### src/rtl/ifu_fetch_queue.sv
// Sequential instruction fetch: single-outstanding memory request, PC register and a
// DEPTH-entry instruction queue to decode. Define IFU_PERF_EN to add the perf counter ports.
module ifu_fetch_queue #(
    parameter int unsigned     XLEN     = 64,
    parameter int unsigned     INST_W   = 32,
    parameter int unsigned     DEPTH    = 4,
    parameter logic [XLEN-1:0] RESET_PC = XLEN'(64'h8000_0000)
) (
    input  logic                clock,
    input  logic                reset,
    output logic                io_mem_req_valid,
    input  logic                io_mem_req_ready,
    output logic [XLEN-1:0]     io_mem_req_addr,
    input  logic                io_mem_resp_valid,
    input  logic [2*INST_W-1:0] io_mem_resp_data,
    input  logic                io_redirect_valid,
    input  logic [XLEN-1:0]     io_redirect_pc,
    output logic                io_out_valid,
    input  logic                io_out_ready,
    output logic [INST_W-1:0]   io_out_inst,
`ifdef IFU_PERF_EN
    output logic [63:0]         io_perf_fetched,
    output logic [63:0]         io_perf_stall,
`endif
    output logic [XLEN-1:0]     io_out_pc
);

    localparam int unsigned      PTR_W    = $clog2(DEPTH);
    localparam logic [PTR_W:0]   CNT_FULL = (PTR_W+1)'(DEPTH);

    typedef enum logic [1:0] {IDLE, WAIT, DROP} state_t;

    state_t            state, state_nxt;
    logic [XLEN-1:0]   pc_reg;
    logic [PTR_W-1:0]  wptr, rptr;
    logic [PTR_W:0]    count;
    logic [XLEN-1:0]   q_pc   [DEPTH];
    logic [INST_W-1:0] q_inst [DEPTH];

    logic              req_fire, push, pop;
    logic [INST_W-1:0] inst_sel;

    assign inst_sel = pc_reg[2] ? io_mem_resp_data[2*INST_W-1:INST_W]
                                : io_mem_resp_data[INST_W-1:0];

    always_comb begin
        state_nxt        = state;
        io_mem_req_valid = 1'b0;
        io_mem_req_addr  = pc_reg;
        push             = 1'b0;
        io_out_valid     = (count != '0) && !io_redirect_valid;
        case (state)
            IDLE: begin
                io_mem_req_valid = !reset && (count < CNT_FULL) && !io_redirect_valid;
                if (io_mem_req_valid && io_mem_req_ready)
                    state_nxt = WAIT;
            end
            WAIT: begin
                if (io_redirect_valid)
                    state_nxt = io_mem_resp_valid ? IDLE : DROP;
                else if (io_mem_resp_valid) begin
                    push      = 1'b1;
                    state_nxt = IDLE;
                end
            end
            DROP: begin
                if (io_mem_resp_valid)
                    state_nxt = IDLE;
            end
            default: state_nxt = IDLE;
        endcase
        req_fire = io_mem_req_valid && io_mem_req_ready;
        pop      = io_out_valid && io_out_ready;
    end

    always_ff @(posedge clock) begin
        if (reset)
            state <= IDLE;
        else
            state <= state_nxt;
    end

    always_ff @(posedge clock) begin
        if (reset) begin
            pc_reg <= RESET_PC;
            wptr   <= '0;
            rptr   <= '0;
            count  <= '0;
        end else if (io_redirect_valid) begin
            pc_reg <= io_redirect_pc;
            wptr   <= '0;
            rptr   <= '0;
            count  <= '0;
        end else begin
            if (push) begin
                q_pc[wptr]   <= pc_reg;
                q_inst[wptr] <= inst_sel;
                wptr         <= wptr + PTR_W'(1);
                pc_reg       <= pc_reg + XLEN'(4);
            end
            if (pop)
                rptr <= rptr + PTR_W'(1);
            case ({push, pop})
                2'b10:   count <= count + (PTR_W+1)'(1);
                2'b01:   count <= count - (PTR_W+1)'(1);
                default: count <= count;
            endcase
        end
    end

    assign io_out_inst = q_inst[rptr];
    assign io_out_pc   = q_pc[rptr];

    // Requests are only issued with a free slot, so a push into a full queue is a design bug.
    always_ff @(posedge clock) begin
        if (!reset && push)
            assert (count != CNT_FULL);
    end

`ifdef IFU_PERF_EN
    always_ff @(posedge clock) begin
        if (reset) begin
            io_perf_fetched <= '0;
            io_perf_stall   <= '0;
        end else begin
            if (push)
                io_perf_fetched <= io_perf_fetched + 64'd1;
            if (!io_out_valid)
                io_perf_stall <= io_perf_stall + 64'd1;
        end
    end
`endif

    logic unused_ok;
    assign unused_ok = req_fire;

endmodule

### config.mk
export PLATFORM = sky130hd
export DESIGN_NAME = ifu_fetch_queue
export DESIGN_NICKNAME = d
export VERILOG_FILES = /design/src/rtl/ifu_fetch_queue.sv
export SDC_FILE = /design/constraint.sdc
export NUM_CORES = 1
export LEC_CHECK = 0
export CORE_UTILIZATION = 40
export DETAILED_ROUTE_END_ITERATION = 12
export PLACE_DENSITY = 0.73
export SLEW_MARGIN = 20
export SYNTH_ARGS = -nofsm -noshare
export SYNTH_HDL_FRONTEND = slang
export SYNTH_SLANG_ARGS = --single-unit
export TNS_END_PERCENT = 100
### constraint.sdc
create_clock -name clock -period 6.3 [get_ports clock]
set_input_delay 0.63 -clock clock [delete_from_list [all_inputs] [get_ports clock]]
set_output_delay 0.63 -clock clock [all_outputs]
set_load 0.1 [all_outputs]
## Word level (Yosys, flattened, before mapping)

Memories as Yosys holds them, arrays and structs flattened. A register that Yosys moved wholly into a read port is not among the register bits.
Cells that the tools add are included.

- Reductions and logical operators: 12
- Multiplexer cells: 21
- Equal/unequal tests: 5
- Order comparisons: 1
- Add/subtract/negate cells: 5

Operators by type and width:

| kind | number |
|---|---|
| $mux 64 | 2 |
| $add 64x3->64 const B | 1 |
| $mux 32 | 1 |
| $mux 2 | 8 |
| $mux 1 | 8 |
| $pmux 2 s3 | 1 |
| $pmux 3 s2 | 1 |
| $logic_and 1x1->1 | 5 |
| $add 2x1->2 const B | 2 |
| $eq 2x1->1 const B | 2 |
| $eq 2x2->1 const B | 2 |
| $reduce_bool 2->1 | 2 |
| $add 3x1->3 const B | 1 |
| $lt 3x3->1 const B | 1 |
| $reduce_bool 3->1 | 1 |
| $sub 3x1->3 const B | 1 |
| $logic_not 1->1 | 2 |
| $logic_not 2->1 | 1 |
| $ne 2x2->1 const B | 1 |
| $reduce_or 2->1 | 1 |

- Bits in writable memories: 384
- Logic and storage cells: 51
- Bits of input ports: 134
- Memories: 2
- Output and inout bits: 162
- Bits in registers: 73

Memory list:

| name | depth | width | read ports | clocked after memory_dff | write ports | line | RTL |
|---|---|---|---|---|---|---|---|
| q_pc | 4 | 64 | 1 | 1 | 1 | 37 | `logic [XLEN-1:0] q_pc [DEPTH];` |
| q_inst | 4 | 32 | 1 | 1 | 1 | 38 | `logic [INST_W-1:0] q_inst [DEPTH];` |

## Logic depth before layout (Yosys ltp)

Gate-level depths: netlist of run 1.

- Word-level depth: 7
- Gate-level depth with buffers: 11
- Gate-level depth less buffers: 8

## Worst setup path before layout of run 1

No wires, ideal clock.

- Path type: input port to output port
- Start point: input port io_redirect_valid
- End point: output port io_mem_req_valid
- Data required time: 5.670 ns
- Arrival: 4.138 ns
- Path slack: 1.532 ns
- Stages: 4
- Path buffers: 2
- Path through: clkbuf_1 -> or2_2 -> clkbuf_1 -> nor4_1

- Longest elaborated chain between the ends: 3

RTL lines:

| what | line | RTL |
|---|---|---|
| from (decl) | 16 | `input logic io_redirect_valid,` |
| $logic_not 1->1 | 54 | `io_mem_req_valid = !reset && (count < CNT_FULL) && !io_redirect_valid;` |
| $logic_and 1x1->1 | 54 |  |
| $mux 1 | 52 | `case (state)` |
| to (decl) | 11 | `output logic io_mem_req_valid,` |

Every way passes these cells.

==> flow_summary.json, run 1 <==
{
  "fmax_mhz": 239,
  "ant_nets": 0,
  "critical_path_class": "reg2out",
  "power_frac_clock_pct": 41.6,
  "gp_congestion": 0.774,
  "grt_antenna_before_repair": 7,
  "rrSetupSlack_ps": 3080,
  "ys_ff_latch": 459,
  "path_delay_family": "buffers and inverters",
  "seq_power_share_pct": 50.9,
  "ys.flop_type": "edfxtp_1",
  "internal-power_w": 0.00514,
  "core_mm2": 0.0457,
  "drt_iter0_markers": 865,
  "synth.most_common_cell": "edfxtp_1",
  "skew_ps": 13.0,
  "p_sw_share_pct": 23.3,
  "clk_path_buf_depth": 3,
  "final.setup.tns_ps": 0,
  "outcome": "complete, no violations",
  "max_stage_delay_ps": 990,
  "cts-buffers-inserted": 48,
  "ctsHtreeMaxLevel": 2,
  "p_comb_share_pct": 7.5,
  "ys.warnings.count": 0,
  "drtPass1Iterations": 5,
  "grt_pass1_wl_mm": 70.6,
  "grt_max_degree": 77,
  "portBuffers": 295,
  "cts_setup_buffers": 0,
  "worstPathCellList": "buf_4, mux4_2, clkdlybuf4s50_1",
  "path_clk_slew_ps": 60,
  "powerDensity_mw_per_mm2": 281,
  "die_y_um": 218,
  "cp_max_fo": 27,
  "worstMarginPinSlew_ps": 1080,
  "maxSlewHeadroom_pct": 27.9,
  "maxCapViolations": 0,
  "yosysTopAreaCellShare_pct": 61.9,
  "hold_viol": 0,
  "final_net_count": 1549,
  "hold_class": "in2reg",
  "cp_data_required_time_ps": 5670,
  "drive_above_1_share_pct": 15.9,
  "grt_remaining_overflow": 0,
  "cts_hold_buffers": 0,
  "synth_cell_types": 55,
  "utilization_pct": 52.2,
  "vdd_drop_max_mv": 0.248,
  "wirelength_mm": 47.3,
  "synth.largest_area_cell": "edfxtp_1",
  "via_count": 11340,
  "power_leakage_nw": 7.47,
  "placementRows": 78,
  "clock-sinks": 459,
  "synth-edff-count": 384,
  "synth_nets": 1249,
  "drv_slew": 0,
  "syn2layout_area_growth_pct": 27.9,
  "root_buffer": "clkbuf_16",
  "dieWidth_um": 218,
  "arrival_ps": 3550,
  "synth_area_leaders": "edfxtp_1, mux4_2, dfxtp_1, mux2_2, nor2_1",
  "synth_cells": 1108,
  "dieArea_mm2": 0.0474,
  "avgSynthCellArea_um2": 16.8,
  "grt_pass1_vias": 11417,
  "cts_resized": 0,
  "whs_ps": 491,
  "cts_tree": "done",
  "period_needed_ps": 4180,
  "synth_area_mm2": 0.0186,
  "dp_hpwl_mm": 30.8,
  "synthTopCellsByCount": "edfxtp_1, mux4_2, dfxtp_1",
  "num_io_pins": 296,
  "cp_slowest_cell": "clkdlybuf4s50_1",
  "fin_crit_sh_pct": 66.3,
  "crit_buf_inv": 2,
  "setup_viol": 0,
  "startpoint_type": "register",
  "viasPerCell": 5.53,
  "grt_usage_pct": 20.0,
  "drc": 0,
  "switching_power_w": 0.00156,
  "synth_async_sr_flop_share_pct": 0,
  "ys_seq_area_share_pct": 69.9,
  "clk_latency_ps": 580,
  "end_kind": "primary output",
  "wire_per_inst_um": 23.1,
  "floorplan.initialDensity_pct": 40.8,
  "rsz0062_at_grt": "false"
}
## metal layers
layer	share of wire (%)	global-route usage (%)
met2	47	31.9
met4	2.6	6.04
met5	0.15	0
met3	7.4	5.02
met1	43	26.9
## power groups by stage
stage	sequential [W]	combinational [W]	clock, W
6_report	0.00341	0.000501	0.00279
4_1_cts	0.00341	0.000504	0.00287
3_5_place_dp	0.00347	0.000502	0
2_1_floorplan	0.00363	0.000132	0
3_3_place_gp	0.00347	0.000497	0
5_1_grt	0.00341	0.000524	0.00298
## worst paths after layout
path / start / to / cells past startpoint
setup / recovery: register / io_out_pc[52] / 3
hold / removal: reset / wptr[0] / 3
setup reg to reg: state[0] / q_pc[1][27] / 3
hold reg to reg: wptr[0] / wptr[0] / 2
## metrics by stage
stage / instance area [um2] / cells / setup WS (ps) / total power [W]
after floorplan: 18600 / 1108 / 1530 / 0.00376
after global placement: 22200 / 1956 / 2350 / 0.00396
after detailed placement: 22300 / 1957 / 2300 / 0.00397
after CTS: 23800 / 2046 / 1860 / 0.00678
after global routing: 23800 / 2047 / 1880 / 0.00692
final: 23800 / 2049 / 2120 / 0.00669
## sequential cells by signal, summed over array words and instances, names as in the netlist, named ones only
| register | flops |
|---|---|
| q_inst | 128 |
| io_mem_req_addr | 64 |
| q_pc | 256 |
| wptr | 2 |
| state | 2 |
| count | 3 |
| rptr | 2 |
## kinds of logic (layout without fill, tap and decap cells)
logic type	Yosys count	in the layout	synth area share, %
other	0	2	0
xor gates and xnor gates	35	35	1.65
adders and majority gates	7	7	0.510
and+or+nand+nor	287	287	8.24
DFF	459	459	69.9
muxes	134	134	13.9
buffers and inverters	83	422	1.69
AOI/OAI and AO/OA	103	103	4.10
## worst reg2reg max path: stages, from the launching register on
cell and delay, ps:
dfxtp_1 480, and3b_1 740, and3_4 980, buf_4 610
## area by class of cell
class / count / area (um2)
Fill cell: 3767 / 21800
Inverter: 21 / 78.8
Clock inverter: 21 / 221
Sequential cell: 459 / 13000
Timing Repair Buffer: 312 / 3110
Tap cell: 600 / 751
Clock buffer: 68 / 1330
Multi-Input combinational cell: 566 / 5300
Antenna cell: 2 / 5.00
## layout by cell type, fill, tap and decap left out, drive strengths merged, types with 3 or more instances in the layout
cell type	instances
a31oi	5
a21oi	20
nand3	28
mux2i	5
a2111oi	11
mux2	33
o21ai	3
o211ai	11
clkinvlp	3
dfxtp	75
o21a	5
and4	11
nand4	33
o31a	6
nor4b	8
xor2	17
nor2	69
and2	7
inv	24
nand2	54
mux4	96
clkbuf	68
clkinv	11
or4	15
ha	6
xnor2	18
nor3	17
clkdlybuf4s50	293
o31ai	4
buf	19
nor4	17
a311oi	8
bufinv	4
edfxtp	384
a211oi	21
and3	15
No activity file was read; power rests on OpenSTA's default activity.
==> run 2: changes to the inputs <==
--- a/config.mk
+++ b/config.mk
@@ -7,7 +7,7 @@
 export LEC_CHECK = 0
 export CORE_UTILIZATION = 40
 export DETAILED_ROUTE_END_ITERATION = 12
-export PLACE_DENSITY = 0.73
+export PLACE_DENSITY = 0.76
 export SLEW_MARGIN = 20
 export SYNTH_ARGS = -nofsm -noshare
 export SYNTH_HDL_FRONTEND = slang
==> constraint.sdc (replaced) <==
create_clock -name clock -period 3.6 [get_ports clock]
set_input_delay 0.36 -clock clock [delete_from_list [all_inputs] [get_ports clock]]
set_output_delay 0.36 -clock clock [all_outputs]
set_load 0.1 [all_outputs]
==> flow_summary.json, run 2 (synthesis results as in run 1) <==
{
  "syn2layout_area_growth_pct": 28.4,
  "fin_total_pwr_w": 0.0118,
  "clock-sinks": 459,
  "maxSlewHeadroom_pct": 27.0,
  "dp.cells": 1985,
  "path_clk_slew_ps": 60,
  "fin_crit_sh_pct": 83.4,
  "met1_usage_pct": 26.7,
  "drt_iter0_markers": 907,
  "grt_usage_pct": 20.2,
  "via_count": 11476,
  "grt_pass1_wl_mm": 71.5,
  "cp_max_fo": 38,
  "critical_path_class": "reg2out",
  "crit_start": "io_mem_req_addr[2]",
  "largest_reg_flops": 256,
  "clk_latency_ps": 590,
  "drive_above_1_share_pct": 24.3,
  "grtUsageMet2_pct": 32.3,
  "placementRows": 78,
  "drtPass1Iterations": 7,
  "cts-buffers-inserted": 47,
  "fmax_mhz": 333,
  "die_y_um": 218,
  "startpoint_type": "register",
  "vdd_drop_max_mv": 0.459,
  "cts_hold_buffers": 0,
  "place_area_mm2": 0.0224,
  "powerDensity_mw_per_mm2": 494,
  "fillers": 3701,
  "root_buffer": "clkbuf_16",
  "rr_startpoint": "io_mem_req_addr[26]",
  "period_needed_ps": 3000,
  "dieArea_mm2": 0.0474,
  "wire_per_inst_um": 23.3,
  "cp-endpoint": "io_mem_req_addr[2]",
  "final.setup.tns_ps": 0,
  "ant_nets": 0,
  "dieWidth_um": 218,
  "grtUsageMet3_pct": 5.79,
  "core_mm2": 0.0457,
  "dp_hpwl_mm": 32.6,
  "grt_antenna_before_repair": 2,
  "maxCapViolations": 0,
  "viasPerCell": 5.54,
  "grt_remaining_overflow": 0,
  "drv_slew": 0,
  "grt_pass1_vias": 11647,
  "clk_path_buf_depth": 3,
  "utilization_pct": 52.4,
  "drc": 0,
  "cts_setup_buffers": 0,
  "grt_max_degree": 77,
  "num_io_pins": 296,
  "floorplan.initialDensity_pct": 40.8,
  "layout_common_cells": "edfxtp_1, clkdlybuf4s50_1, buf_4, mux4_2, dfxtp_1",
  "final_net_count": 1575,
  "fin_area_mm2": 0.0239,
  "hold_class": "in2reg",
  "skew_ps": 35.4,
  "end_kind": "primary output",
  "ctsHtreeMaxLevel": 2,
  "cts_tree": "done",
  "setup_viol": 0,
  "busiest_layer": "met2",
  "power_leakage_nw": 7.75,
  "rsz0062_at_grt": "false",
  "final_common_cell": "edfxtp_1",
  "outcome": "complete, no violations",
  "cp_data_required_time_ps": 3240,
  "rrSetupSlack_ps": 820,
  "gp_congestion": 0.804,
  "n_antenna_cell": 0,
  "cts_resized": 0,
  "r2r-end": "io_mem_req_addr[60]",
  "wirelength_mm": 48.3,
  "arrival_ps": 2640,
  "portBuffers": 295,
  "reg2reg_depth": 5,
  "worstMarginPinSlew_ps": 1090,
  "fin_cells": 2071,
  "top_register": "q_pc",
  "hold_viol": 0
}
[run 2: per-layer routing]
layer / part of all wire [%] / wire [um]
met5: 0.031 / 15
met4: 2.7 / 1330
met3: 9.0 / 4340
met2: 47 / 22800
met1: 41 / 19800
[run 2: area by class of cell]
class	instances	area, um2	area share, %
multi-input combinational	566	5310	22.2
inverter	21	78.8	0.329
clock inverter	21	258	1.08
tap	600	751	3.14
clock buffer	65	1310	5.46
timing repair buffer	339	3180	13.3
sequential	459	13000	54.5
[run 2: how the worst min path moves through the flow]
stage	start	to	slack [ps]	cells after the start
3_5_place_dp	wptr[0]	wptr[0]	490	2
3_3_place_gp	wptr[0]	wptr[0]	470	2
2_1_floorplan	io_mem_resp_valid	state[1]	440	1
5_1_grt	io_redirect_valid	state[1]	230	4
6_report	io_redirect_valid	state[1]	240	4
4_1_cts	io_redirect_valid	state[1]	190	4
[run 2: power breakdown]
group	internal (W)	switching (W)	total (W)	leakage, nW
sequential	0.00582	0.000107	0.00593	4.15
clock	0.00296	0.00201	0.00497	0.761
combinational	0.000313	0.000615	0.000928	2.84
total	0.00910	0.00273	0.0118	7.75
[run 2: worst max-delay path, cell delays in order (launching register included)]
cell and delay (ps):
dfxtp_2 370, buf_4 450, clkdlybuf4s50_1 1240
[run 2: per-stage QoR]
stage               hold slack (ps)  setup WS, ps
finish                          235           596
global route                    231           477
CTS                             193           527
detailed placement              490           732
global placement                475           868
floorplan                       437           508
